File: config.mk
export PLATFORM = sky130hd
export DESIGN_NAME = dmem_arbiter_flat
export DESIGN_NICKNAME = d
export VERILOG_FILES = /design/src/rtl/dmem_pkg.sv /design/src/rtl/dmem_arbiter_if.sv /design/src/rtl/dmem_lane_unit.sv /design/src/rtl/dmem_arbiter.sv /design/src/flat_wrapper.sv
export SDC_FILE = /design/constraint.sdc
export NUM_CORES = 1
export LEC_CHECK = 0
export CAP_MARGIN = 40
export CORE_ASPECT_RATIO = 1.75
export CORE_MARGIN = 8
export CORE_UTILIZATION = 40
export DETAILED_ROUTE_END_ITERATION = 12
export GPL_TIMING_DRIVEN = 1
export PLACE_DENSITY = 0.71
export SETUP_SLACK_MARGIN = 0.02
export SLEW_MARGIN = 10
export SYNTH_ARGS = -nofsm -noshare
export SYNTH_HDL_FRONTEND = slang
export SYNTH_HIERARCHICAL = 1
export SYNTH_SLANG_ARGS = --single-unit
export TNS_END_PERCENT = 100
File: constraint.sdc
create_clock -name i_clk -period 3.3 [get_ports i_clk]
set_input_delay 0.99 -clock i_clk [delete_from_list [all_inputs] [get_ports i_clk]]
set_output_delay 0.99 -clock i_clk [all_outputs]
set_load 0.01 [all_outputs]
File: src/rtl/dmem_pkg.sv
// rtl/dmem_pkg.sv - shared size encodings, FSM states and alignment check
// Contents:
//   SZ_BYTE/SZ_HALF/SZ_WORD/SZ_ILL  access size encodings
//   state_t                         arbiter sequencer states
//   misaligned(addr_lo, size)       1 when the access cannot be serviced
package dmem_pkg;

  localparam logic [1:0] SZ_BYTE = 2'b00;
  localparam logic [1:0] SZ_HALF = 2'b01;
  localparam logic [1:0] SZ_WORD = 2'b10;
  localparam logic [1:0] SZ_ILL  = 2'b11;

  typedef enum logic [1:0] {
    S_IDLE  = 2'd0,
    S_READ  = 2'd1,
    S_WRITE = 2'd2,
    S_RESP  = 2'd3
  } state_t;

  // Only the two low address bits matter for natural alignment.
  function automatic logic misaligned(input logic [1:0] addr_lo, input logic [1:0] size);
    logic bad;
    case (size)
      SZ_BYTE: bad = 1'b0;
      SZ_HALF: bad = addr_lo[0];
      SZ_WORD: bad = |addr_lo;
      default: bad = 1'b1;
    endcase
    return bad;
  endfunction

endpackage

File: src/rtl/dmem_arbiter_if.sv
// rtl/dmem_arbiter_if.sv - requester-side request/response bundle
// Signals:
//   req, we, addr, wdata, size     request fields, driven by the requester
//   gnt                            one-cycle accept pulse
//   rsp_valid, rsp_rdata, rsp_err  one-cycle completion with load data / error
// Modports: master = requester, slave = arbiter.
interface dmem_arbiter_if #(
  parameter int ADDR_W = 32,
  parameter int DATA_W = 32
);
  logic              req;
  logic              we;
  logic [ADDR_W-1:0] addr;
  logic [DATA_W-1:0] wdata;
  logic [1:0]        size;
  logic              gnt;
  logic              rsp_valid;
  logic [DATA_W-1:0] rsp_rdata;
  logic              rsp_err;

  modport master (
    output req, we, addr, wdata, size,
    input  gnt, rsp_valid, rsp_rdata, rsp_err
  );

  modport slave (
    input  req, we, addr, wdata, size,
    output gnt, rsp_valid, rsp_rdata, rsp_err
  );
endinterface

File: src/rtl/dmem_lane_unit.sv
// rtl/dmem_lane_unit.sv - byte-lane extraction for loads and lane merge for stores
// Ports:
//   i_addr_lo     byte offset within the word
//   i_size        access size encoding
//   i_rd_word     word currently read from memory (load source)
//   i_old_word    previously captured word (store merge base)
//   i_wdata       right-aligned store data
//   o_load_data   selected lane(s), zero-extended
//   o_store_word  old word with the addressed lane(s) replaced
module dmem_lane_unit
  import dmem_pkg::*;
(
  input  logic [1:0]  i_addr_lo,
  input  logic [1:0]  i_size,
  input  logic [31:0] i_rd_word,
  input  logic [31:0] i_old_word,
  input  logic [31:0] i_wdata,
  output logic [31:0] o_load_data,
  output logic [31:0] o_store_word
);

  logic [4:0] w_bit_base;

  assign w_bit_base = {i_addr_lo, 3'b000};

  always_comb begin
    o_load_data = '0;
    case (i_size)
      SZ_BYTE: o_load_data = {24'h0, i_rd_word[w_bit_base +: 8]};
      SZ_HALF: o_load_data = {16'h0, (i_addr_lo[1] ? i_rd_word[31:16] : i_rd_word[15:0])};
      SZ_WORD: o_load_data = i_rd_word;
      default: o_load_data = '0;
    endcase
  end

  always_comb begin
    o_store_word = i_old_word;
    case (i_size)
      SZ_BYTE: o_store_word[w_bit_base +: 8] = i_wdata[7:0];
      SZ_HALF: begin
        if (i_addr_lo[1]) o_store_word[31:16] = i_wdata[15:0];
        else              o_store_word[15:0]  = i_wdata[15:0];
      end
      SZ_WORD: o_store_word = i_wdata;
      default: o_store_word = i_old_word;
    endcase
  end

endmodule

File: src/rtl/dmem_arbiter.sv
// rtl/dmem_arbiter.sv - round-robin two-requester sequencer for a word-wide data memory
// Ports:
//   i_clk, i_rst            clock; synchronous active-high reset
//   req0, req1              requester bundles (slave side)
//   o_mem_address           word-aligned memory address
//   o_mem_write_data        word to write
//   o_mem_write_enable      write strobe (memory writes on the clock edge)
//   o_mem_read_enable       read strobe
//   i_mem_read_data         combinational read word from o_mem_address
module dmem_arbiter
  import dmem_pkg::*;
#(
  parameter int ADDR_W = 32,
  parameter int DATA_W = 32
) (
  input  logic              i_clk,
  input  logic              i_rst,
  dmem_arbiter_if.slave     req0,
  dmem_arbiter_if.slave     req1,
  output logic [ADDR_W-1:0] o_mem_address,
  output logic [DATA_W-1:0] o_mem_write_data,
  output logic              o_mem_write_enable,
  output logic              o_mem_read_enable,
  input  logic [DATA_W-1:0] i_mem_read_data
);

  state_t            r_state;
  state_t            w_next_state;
  logic              r_last_grant;
  logic              r_owner;
  logic              r_we;
  logic [ADDR_W-1:0] r_addr;
  logic [1:0]        r_size;
  logic [DATA_W-1:0] r_wdata;
  logic [DATA_W-1:0] r_old;
  logic [DATA_W-1:0] r_rdata;
  logic              r_err;

  logic              w_gnt0;
  logic              w_gnt1;
  logic              w_rsp0;
  logic              w_rsp1;
  logic              w_sel_we;
  logic [ADDR_W-1:0] w_sel_addr;
  logic [1:0]        w_sel_size;
  logic [DATA_W-1:0] w_sel_wdata;
  logic              w_sel_err;
  logic [DATA_W-1:0] w_load_data;
  logic [DATA_W-1:0] w_store_word;

  // Fields of whichever requester wins this cycle; w_gnt1 doubles as the owner id.
  always_comb begin
    w_sel_we    = req0.we;
    w_sel_addr  = req0.addr;
    w_sel_size  = req0.size;
    w_sel_wdata = req0.wdata;
    if (w_gnt1) begin
      w_sel_we    = req1.we;
      w_sel_addr  = req1.addr;
      w_sel_size  = req1.size;
      w_sel_wdata = req1.wdata;
    end
  end

  assign w_sel_err = misaligned(w_sel_addr[1:0], w_sel_size);

  always_ff @(posedge i_clk) begin
    if (i_rst) r_state <= S_IDLE;
    else       r_state <= w_next_state;
  end

  always_comb begin
    w_next_state       = r_state;
    w_gnt0             = 1'b0;
    w_gnt1             = 1'b0;
    w_rsp0             = 1'b0;
    w_rsp1             = 1'b0;
    o_mem_read_enable  = 1'b0;
    o_mem_write_enable = 1'b0;
    case (r_state)
      S_IDLE: begin
        // On a tie, r_last_grant==1 means requester 0 is due.
        if (req0.req && (!req1.req || r_last_grant)) w_gnt0 = 1'b1;
        else if (req1.req)                          w_gnt1 = 1'b1;
        if (w_gnt0 || w_gnt1) begin
          if (w_sel_err)                w_next_state = S_RESP;
          else if (!w_sel_we)           w_next_state = S_READ;
          else if (w_sel_size == SZ_WORD) w_next_state = S_WRITE;
          else                          w_next_state = S_READ;
        end
      end
      S_READ: begin
        o_mem_read_enable = 1'b1;
        w_next_state      = r_we ? S_WRITE : S_RESP;
      end
      S_WRITE: begin
        o_mem_write_enable = 1'b1;
        w_next_state       = S_RESP;
      end
      S_RESP: begin
        w_rsp0       = ~r_owner;
        w_rsp1       = r_owner;
        w_next_state = S_IDLE;
      end
      default: w_next_state = S_IDLE;
    endcase
    // Reset abandons whatever is in flight, including a write due this cycle.
    if (i_rst) begin
      w_gnt0             = 1'b0;
      w_gnt1             = 1'b0;
      w_rsp0             = 1'b0;
      w_rsp1             = 1'b0;
      o_mem_read_enable  = 1'b0;
      o_mem_write_enable = 1'b0;
    end
  end

  always_ff @(posedge i_clk) begin
    if (i_rst) begin
      r_last_grant <= 1'b1;
      r_owner      <= 1'b0;
      r_we         <= 1'b0;
      r_addr       <= '0;
      r_size       <= SZ_BYTE;
      r_wdata      <= '0;
      r_old        <= '0;
      r_rdata      <= '0;
      r_err        <= 1'b0;
    end else begin
      if (w_gnt0 || w_gnt1) begin
        r_last_grant <= w_gnt1;
        r_owner      <= w_gnt1;
        r_we         <= w_sel_we;
        r_addr       <= w_sel_addr;
        r_size       <= w_sel_size;
        r_wdata      <= w_sel_wdata;
        r_err        <= w_sel_err;
        r_rdata      <= '0;
      end
      if (r_state == S_READ) begin
        r_old <= i_mem_read_data;
        if (!r_we) r_rdata <= w_load_data;
      end
    end
  end

  dmem_lane_unit u_lane (
    .i_addr_lo    (r_addr[1:0]),
    .i_size       (r_size),
    .i_rd_word    (i_mem_read_data),
    .i_old_word   (r_old),
    .i_wdata      (r_wdata),
    .o_load_data  (w_load_data),
    .o_store_word (w_store_word)
  );

  assign o_mem_address    = i_rst ? '0 : {r_addr[ADDR_W-1:2], 2'b00};
  assign o_mem_write_data = o_mem_write_enable ? w_store_word : '0;

  assign req0.gnt       = w_gnt0;
  assign req1.gnt       = w_gnt1;
  assign req0.rsp_valid = w_rsp0;
  assign req1.rsp_valid = w_rsp1;
  assign req0.rsp_rdata = i_rst ? '0 : r_rdata;
  assign req1.rsp_rdata = i_rst ? '0 : r_rdata;
  assign req0.rsp_err   = i_rst ? 1'b0 : r_err;
  assign req1.rsp_err   = i_rst ? 1'b0 : r_err;

endmodule

File: src/flat_wrapper.sv
// flat-port wrapper written by rule: the top's interface ports become plain ports
module dmem_arbiter_flat import dmem_pkg::*;
#(
  parameter int ADDR_W = 32,
  parameter int DATA_W = 32
)
  (i_clk, i_rst, o_mem_address, o_mem_write_data, o_mem_write_enable, o_mem_read_enable, i_mem_read_data, req0_req, req0_we, req0_addr, req0_wdata, req0_size, req0_gnt, req0_rsp_valid, req0_rsp_rdata, req0_rsp_err, req1_req, req1_we, req1_addr, req1_wdata, req1_size, req1_gnt, req1_rsp_valid, req1_rsp_rdata, req1_rsp_err);
  dmem_arbiter_if #(.ADDR_W(ADDR_W), .DATA_W(DATA_W)) req0_i ();
  dmem_arbiter_if #(.ADDR_W(ADDR_W), .DATA_W(DATA_W)) req1_i ();
  input  logic i_clk;
  input  logic i_rst;
  output logic [ADDR_W-1:0] o_mem_address;
  output logic [DATA_W-1:0] o_mem_write_data;
  output logic o_mem_write_enable;
  output logic o_mem_read_enable;
  input  logic [DATA_W-1:0] i_mem_read_data;
  input wire logic [$bits(req0_i.req)-1:0] req0_req;
  input wire logic [$bits(req0_i.we)-1:0] req0_we;
  input wire logic [$bits(req0_i.addr)-1:0] req0_addr;
  input wire logic [$bits(req0_i.wdata)-1:0] req0_wdata;
  input wire logic [$bits(req0_i.size)-1:0] req0_size;
  output wire logic [$bits(req0_i.gnt)-1:0] req0_gnt;
  output wire logic [$bits(req0_i.rsp_valid)-1:0] req0_rsp_valid;
  output wire logic [$bits(req0_i.rsp_rdata)-1:0] req0_rsp_rdata;
  output wire logic [$bits(req0_i.rsp_err)-1:0] req0_rsp_err;
  input wire logic [$bits(req1_i.req)-1:0] req1_req;
  input wire logic [$bits(req1_i.we)-1:0] req1_we;
  input wire logic [$bits(req1_i.addr)-1:0] req1_addr;
  input wire logic [$bits(req1_i.wdata)-1:0] req1_wdata;
  input wire logic [$bits(req1_i.size)-1:0] req1_size;
  output wire logic [$bits(req1_i.gnt)-1:0] req1_gnt;
  output wire logic [$bits(req1_i.rsp_valid)-1:0] req1_rsp_valid;
  output wire logic [$bits(req1_i.rsp_rdata)-1:0] req1_rsp_rdata;
  output wire logic [$bits(req1_i.rsp_err)-1:0] req1_rsp_err;
  assign req0_i.req = req0_req;
  assign req0_i.we = req0_we;
  assign req0_i.addr = req0_addr;
  assign req0_i.wdata = req0_wdata;
  assign req0_i.size = req0_size;
  assign req0_gnt = req0_i.gnt;
  assign req0_rsp_valid = req0_i.rsp_valid;
  assign req0_rsp_rdata = req0_i.rsp_rdata;
  assign req0_rsp_err = req0_i.rsp_err;
  assign req1_i.req = req1_req;
  assign req1_i.we = req1_we;
  assign req1_i.addr = req1_addr;
  assign req1_i.wdata = req1_wdata;
  assign req1_i.size = req1_size;
  assign req1_gnt = req1_i.gnt;
  assign req1_rsp_valid = req1_i.rsp_valid;
  assign req1_rsp_rdata = req1_i.rsp_rdata;
  assign req1_rsp_err = req1_i.rsp_err;
  dmem_arbiter #(.ADDR_W(ADDR_W), .DATA_W(DATA_W)) u_core (.i_clk(i_clk), .i_rst(i_rst), .req0(req0_i), .req1(req1_i), .o_mem_address(o_mem_address), .o_mem_write_data(o_mem_write_data), .o_mem_write_enable(o_mem_write_enable), .o_mem_read_enable(o_mem_read_enable), .i_mem_read_data(i_mem_read_data));
endmodule
* Word-level counts from Yosys, hierarchy flattened *
Cells that the tools add are included.

word-level totals
  bits in registers = 136
  input port bits = 170
  output and inout port bits = 136
  logic and storage cells = 73

cells by class
  add/subtract/negate cells = 1
  equality and inequality tests = 8
  shift operators = 3
  mux-type cells = 41
  bitwise logic cells = 1
  reduce and logical (&&, ||, !) cells = 9

operators by type and width
  cell                                                    number
  2-to-1 mux 32 bit                                       8
  one-hot mux 32 bit (3 select lines)                     2
  2-to-1 mux 16 bit                                       3
  bitwise mux 32 bit                                      1
  variable shift 8 x 7 -> 32 bit (first input constant)   1
  variable part select 32 x 6 -> 8 bit                    1
  variable part select 8 x 7 -> 32 bit                    1
  2-to-1 mux 1 bit                                        20
  2-to-1 mux 2 bit                                        5
  == test 2 bit (second input constant)                   4
  one-hot mux 2 bit (4 select lines)                      1
  negation 5 -> 7 bit                                     1
  == test 2 x 1 -> 1 bit (second input constant)          3
  logical NOT 2 bit                                       3
  logical OR 1 bit                                        3
  one-hot mux 1 bit (3 select lines)                      1
  inequality test 2 x 1 -> 1 bit (second input constant)  1
  OR reduction 2 bit                                      1
  logical AND 1 bit                                       1
  logical NOT 1 bit                                       1
  NOT 1 bit                                               1

* Longest topological paths before layout *
Gate-level depths: netlist (run 1).

  word-level depth = 14
  depth in mapped cells = 9

* Modules after synthesis *
Netlist (run 1), hierarchy kept.

modules (own cells, without submodules)
  module          times used  cells an instance  area an instance (µm²)
  dmem_arbiter    1           703                6,503.7
  dmem_lane_unit  1           267                1,968.1

* Worst setup path before layout (run 1) *
No wires, ideal clock.

  path type = register to output
  from = register u_core.r_addr[1]
  to = output port o_mem_write_data[15]
  arrival time = 2,064 ps
  required time = 2,310 ps
  setup slack = 246 ps
  cell stages (with the launch flop) = 10
  buffers on the path = 2
  cell sequence = dfxtp_1 -> buf_6 -> clkinv_1 -> ha_1 -> and4b_1 -> buf_6 -> a221oi_2 -> nor3_1 -> a221o_1 -> and2_1

on the way
  word-level cells in the longest chain between the ends = 5
  elaborated cells between the ends (all ways) = 7
  those cells by class = 1 x add/sub; 2 x shift; 4 x mux

RTL lines
  item                                                                                           line                  text
  from (decl)                                                                                    dmem_arbiter.sv:32    logic [ADDR_W-1:0] r_addr;
  from (signal assigned)                                                                         dmem_arbiter.sv:134   r_addr <= w_sel_addr;
  negation 5 -> 7 bit                                                                            dmem_lane_unit.sv:39  SZ_BYTE: o_store_word[w_bit_base +: 8] = i_wdata[7:0];
  variable part select 8 x 7 -> 32 bit / variable shift 8 x 7 -> 32 bit (equally long branches)  dmem_lane_unit.sv:39
  bitwise mux 32 bit                                                                             dmem_lane_unit.sv:39
  one-hot mux 32 bit (3 select lines) (*)                                                        dmem_lane_unit.sv:38  case (i_size)
  named net u_core.w_store_word[15]                                                              dmem_arbiter.sv:49    logic [DATA_W-1:0] w_store_word;
  2-to-1 mux 32 bit (*)                                                                          dmem_arbiter.sv:158   assign o_mem_write_data = o_mem_write_enable ? w_store_word : '0;
  to (decl)                                                                                      flat_wrapper.sv:13    output logic [DATA_W-1:0] o_mem_write_data;

Mark *: on every way through the listed nets, which the timed path passes. The rest lies on a longest branch.

* Final worst setup path (run 1) *
  from = register u_core.r_addr[1]
  to = output port o_mem_write_data[12]

The elaborated chain is that of the path after synthesis.

==> results of run 1 <==
layer usage:
| layer | vias up | global-route usage (%) | share of wire (%) |
|---|---|---|---|
| met3 | 69 | 8.07 | 7.9 |
| met5 | - | 0 | 0 |
| li1 | 3929 | - | - |
| met1 | 3849 | 21.5 | 36 |
| met4 | 0 | 11.8 | 4.4 |
| met2 | 323 | 40.5 | 52 |
power groups by stage:
stage	clock network (mW)	logic, mW	registers [mW]
after floorplan	0	2.04	2.16
after global placement	0	2.77	2.30
after detailed placement	0	2.84	2.30
after CTS	2.13	2.88	2.27
after global routing	2.20	3.20	2.32
final	2.09	2.96	2.29
sequential cells by signal, summed over array words and instances (netlist names):
register             flops
u_core/r_addr           32
u_core/r_err             1
u_core/r_last_grant      1
u_core/r_old            32
u_core/r_owner           1
u_core/r_rdata          32
u_core/r_size            2
u_core/r_state           2
u_core/r_wdata          32
u_core/r_we              1
synthesized netlist by cell type (3+ instances only):
cell type	instances	area (um^2)
a211oi_1	67	503
a21boi_0	8	60.1
a21oi_1	15	75.1
a221o_1	30	300
a221oi_1	5	43.8
a221oi_2	8	120
a22o_1	8	70.1
a22oi_1	32	240
a2bb2oi_1	8	70.1
a31oi_1	3	18.8
a32oi_1	3	26.3
and2_1	48	300
buf_1	3	11.3
buf_12	6	120
buf_2	17	85.1
buf_4	40	300
buf_6	7	78.8
clkbuf_1	45	169
dfxtp_1	136	2720
ha_1	10	125
inv_1	13	48.8
mux2_1	3	33.8
mux2_2	13	146
mux2i_1	116	1160
nand2_1	36	135
nand2b_1	5	31.3
nand3b_1	3	22.5
nor2_1	145	544
nor2b_1	75	469
nor3_1	10	50.1
o21ai_0	18	90.1
o22ai_1	4	25.0
cell families (layout without fill, tap and decap cells):
logic type	after synthesis	count (layout)	share of synthesized area (%)
AOI/OAI and AO/OA	218	218	20.4
adders and majority gates	10	10	1.48
buffers and inverters	134	396	9.88
DFF	136	136	32.1
muxes	132	132	15.8
other	1	2	0.0443
and+or+nand+nor	339	339	20.3
worst min path at each step:
stage / endpoint / slack, ps / cells past startpoint
floorplan: u_core/r_err / 450 / 2
global placement: u_core/r_err / 460 / 2
detailed placement: u_core/r_rdata[19] / 480 / 2
CTS: u_core/r_rdata[19] / 500 / 2
global route: u_core/r_err / 520 / 2
finish: u_core/r_rdata[19] / 490 / 2
stage by stage:
stage | std cells | power [mW] | worst slack (ps) | utilization, % | hold WS [ps]
2_1_floorplan | 971 | 4.19 | 246 | - | 451
3_5_place_dp | 1449 | 5.13 | -30.5 | 55.1 | 476
3_3_place_gp | 1448 | 5.07 | -19.5 | 55.1 | 465
4_1_cts | 1485 | 7.28 | -9.31 | 58.3 | 496
6_report | 1485 | 7.34 | 14.0 | 59.2 | 494
5_1_grt | 1485 | 7.73 | -104 | 59.2 | 520
repair_timing:
item | in CTS | in global routing
buffers inserted | 4 | 1
pin swaps | 8 | 15
gates resized for setup | 139 | 60
endpoints found under the hold margin | 0 | 0
setup endpoints to repair | 35 | 31
worst min-delay path: cells and delay by family, from the launching register on:
kind / cells / cell delay (ps)
AOI/OAI and AO/OA: 1 / 60
DFF: 1 / 320
and+or+nand+nor: 1 / 80
cell type report:
class	instances	area (um^2)	area share [%]
multi-input cells	701	5110	41.4
repair buffers	350	3490	28.3
flip-flops and latches	136	2730	22.1
clock buffers	19	443	3.59
well taps	252	315	2.55
clock inverters	13	201	1.63
inverters	14	58.8	0.477
==> impl_metrics.ini, run 1 <==
[detailed_routing]
drt_iter0_drc = 337
dr.pass1.iters = 7
routedWlPerCell_um = 20.3
ant_nets = 0
drt-total-wl_um = 30200
vias = 8170
drc_errors = 0
via_per_inst = 5.50

[logic_synthesis]
synth_edf_count = 0
ys_warn_count = 6
syn_avg_cell_area_um2 = 8.73
ys.flop_type = dfxtp_1
syn-cell-area_um2 = 8470
ys_seq_area_share_pct = 32.1
ys_types = 57
synth_seq_cells = 136
synthArstFlopShare_pct = 0
synthCells = 970

[die]
fp.dieW_um = 126
die_h_um = 209
dieArea_um2 = 26300
rows = 70
start_util_pct = 40.6
ioPinCount = 306
coreArea_um2 = 20800

[sta]
setup_tns_ps = 0
setup_violations = 0
max-slew-margin-rel_pct = 56.3
drv_slew = 0
post-route-min-period_ps = 3290
post-route-period-util_pct = 99.6
clock_skew_ps = 4.64
hold_viol_final = 0
rsz0062_at_grt = true
tightest_slew_ps = 655
fmax_mhz = 304

[cells_and_area]
final_area_um2 = 12300
final_cell_mix = 266 x clkdlybuf4s50_1, 144 x nor2_1, 133 x dfxtp_1
fin_nets = 1400
antenna_cells = 0
drive_gt1_share_pct = 14.8
fill_cells = 1899
final_common_cell = clkdlybuf4s50_1
area_growth_pct = 45.7

[placement]
io_buffers = 303
dpl_cell_area_um2 = 11500
gp_congestion = 0.866
hpwl_um = 23200

[global_routing]
grt_pass1_wl_um = 46300
first_global_vias = 8276
grt.overflow.total = 0
grt_max_degree = 139
grt_util_all_layers_pct = 22.3
antenna_found_initial = 0

[worst_hold_path]
hold_path.class = reg -> reg
min_from = u_core/r_rdata[19]

[setup_path]
crit_fanout = 8
crit_chain = inv_4 > buf_6 > ha_4 > clkinvlp_4 > a221oi_4 > nor3_2 > a221o_1 > and2_1 > buf_2
reg2reg_from = u_core/r_state[0]
max_stage_delay_ps = 350
r2r_slack_ps = 1070
critPathCapture = o_mem_write_data[12]
required_ps = 2310
end_kind = output port
critical_path_buf_inv_count = 4
worst_setup_path_start_kind = flip-flop
critPathArrivalTime_ps = 2300
critPathTopFamily = compound AO/OA/AOI/OAI gates
r2r_end = u_core/r_state[1]
cp-startpoint = u_core/r_addr[1]
rr_worst_depth = 8
crit_type = reg -> out
path_depth = 9
critPathSlowestCell = a221oi_4

[power]
comb_power_share_pct = 40.3
internal_power_mw = 4.80
seq_power_share_pct = 31.2
switching_share_pct = 34.6
power.switching_mw = 2.54
clkPwrFrac_pct = 28.5
power.density_nw_per_um2 = 594
irDropWorstVdd_uv = 355
p_leak_nw = 4.57

[clocking]
cts.sinks = 136
clk_pin_slew_worst_paths_ps = 60
cts_tree = built
post_cts_hold_buffer_count = 0
cts-htree-levels = 4
cts_root_buf = clkbuf_16
cts_buffers = 17
cts.path.max_buffers = 2
clock_latency_ps = 430

[flow_run]
maxCapViolations = 0

[status]
status = complete, no violations
(Power assumes the default switching activity.)
==> run 2: changes to the inputs <==
Settings changed: PLACE_DENSITY 0.71 to 0.74.
Clock period 3.3 ns to 2.7 ns, I/O delays scaled along.
==> run 2 against run 1 <==
  * The flow now finishes with violations (setup timing)
  * Register-to-register slack worse by 530 ps
  * Core utilization grew 1.2 points
  * Sequential share of layout area decreased by 0.40 points
  * Design area up 2.0%
  * Final cell count is 2.4% higher
  * Via count grew 2.1%
  * Non-clock buffer count increased by 37
  * Largest cell class unchanged
  * Sequential power rose by 21%
  * First-iteration DRC count grew 15%
  * Setup slack worse by 450 ps
==> impl_metrics.ini, run 2 (synthesis results as in run 1) <==
[status]
status = finished, violations left
violations = setup timing

[sta]
fmax_mhz = 319
max-slew-margin-rel_pct = 60.2
finalWorstSetupSlack_ps = -435
post-route-min-period_ps = 3130
hold_ws_ps = 484
tightest_slew_ps = 596
drv_slew = 0
rsz0062_at_grt = true
clock_skew_ps = 10.1
post-route-period-util_pct = 116
setup_violations = 32
hold_viol_final = 0

[die]
coreArea_um2 = 20800
fp.dieW_um = 126
rows = 70
start_util_pct = 40.6
ioPinCount = 306
dieArea_um2 = 26300
die_h_um = 209

[cells_and_area]
final_cell_mix = 181 x clkdlybuf4s50_1, 145 x nor2_1, 132 x dfxtp_1
fin_nets = 1437
drive_gt1_share_pct = 18.2
area_growth_pct = 48.5
final_common_cell = clkdlybuf4s50_1

[detailed_routing]
ant_nets = 0
drt_iter0_drc = 386
drc_errors = 0
via_per_inst = 5.48
dr.pass1.iters = 5
drt-total-wl_um = 30600
vias = 8339
routedWlPerCell_um = 20.1

[global_routing]
first_global_vias = 8712
grt.overflow.total = 0
grt_util_all_layers_pct = 22.7
grt_max_degree = 120
grt_pass1_wl_um = 47300
antenna_found_initial = 1

[clocking]
clk_pin_slew_worst_paths_ps = 60
clock_latency_ps = 420
cts.path.max_buffers = 2
cts-htree-levels = 4
cts_buffers = 17
cts.sinks = 136
cts_root_buf = clkbuf_16
cts_tree = built

[setup_path]
crit_fanout = 4
crit_type = reg -> out
critPathSlowestCell = dfxtp_4
r2r_slack_ps = 540
end_kind = output port
critPathArrivalTime_ps = 2320
required_ps = 1890
rr_worst_depth = 9
reg2reg_from = u_core/r_state[1]
r2r_end = u_core/r_state[1]
crit_chain = clkinv_4 > ha_4 > buf_6 > nor4bb_2 > buf_4 > buf_12 > a2bb2oi_2 > nor2_1 > a221o_1 > and2_4 > buf_6
worst_setup_path_start_kind = flip-flop
max_stage_delay_ps = 370
crit_top_cell = buf_6

[worst_hold_path]
min_from = u_core/r_err
hold_path.class = reg -> reg
whs_path_depth = 2
hold_path_end = u_core/r_err

[placement]
hpwl_um = 23300
io_buffers = 303
dp_slack_ps = -461
gp_congestion = 0.935

[power]
p_leak_nw = 5.46
irDropWorstVdd_uv = 488
power.density_nw_per_um2 = 709

[flow_run]
maxCapViolations = 0
-- run 2: changes by cell type in the layout (fill, tap and decap cells not counted), moves of 3 or more --
cell	delta
a221oi_1	+3
and2_1	-4
dlygate4sd2_1	+60
clkdlybuf4s50_1	-85
buf_6	+8
nor2b_2	+9
and2_4	+4
buf_2	-4
dlymetal6s2s_1	+24
nor2b_1	-9
clkdlybuf4s15_1	-3
buf_4	+36
-- run 2: critical path: cells and delay by family (launching register included) --
kind / cells / cell delay [ps]
adder cells (fa/ha/maj): 1 / 220
flip-flops: 1 / 370
buffers and inverters: 5 / 600
AO/OA/AOI/OAI: 2 / 180
AND/OR/NAND/NOR: 3 / 530
-- run 2: worst max path at each step --
stage                                 from                    to  slack (ps)
final                     u_core/r_addr[1]  o_mem_write_data[26]        -430
after global routing      u_core/r_addr[1]  o_mem_write_data[26]        -550
after CTS                 u_core/r_addr[0]  o_mem_write_data[10]        -450
after detailed placement  u_core/r_addr[1]  o_mem_write_data[14]        -460
after global placement    u_core/r_addr[1]  o_mem_write_data[14]        -420
after floorplan           u_core/r_addr[0]  o_mem_write_data[15]          50
-- run 2: power breakdown --
group	internal (mW)	switching (mW)	total, mW
registers	2.40	0.382	2.78
clock network	1.49	0.912	2.40
logic	1.89	1.86	3.74
-- run 2: repair_timing --
item,CTS,global route
pin swaps,25,23
resized for setup,246,65
hold endpoints to repair,0,0
setup buffers,15,1
endpoints found under the setup margin,106,67
hold buffers,0,0
-- run 2: area by class of cell --
type / count / area [um^2]
multi-input cells: 701 / 5110
inverters: 14 / 61.3
clock buffers: 21 / 460
fillers: 1845 / 8260
clock inverters: 9 / 125
repair buffers: 387 / 3780
well taps: 252 / 315
flip-flops and latches: 136 / 2730
diodes: 1 / 2.50
-- run 2: layer usage --
metal  GRT usage (%)  part of all wire (%)  routed length, um
met5               0                     0                  0
met3            6.89                   7.4               2280
met1            22.4                    36              11000
met2            41.3                    52              15900
met4            12.7                   4.8               1470
-- run 2: stage by stage --
stage               power [mW]  TNS [ps]  cells  util (%)  instance area (um^2)
floorplan                 5.14         0    971         -                  8490
global placement          6.32    -12780   1474      56.0                 11700
detailed placement        6.39    -13750   1474      56.0                 11700
CTS                       8.88    -12380   1519      59.8                 12500
global route              9.39    -13480   1521      60.4                 12600
finish                    8.93    -10170   1521      60.4                 12600
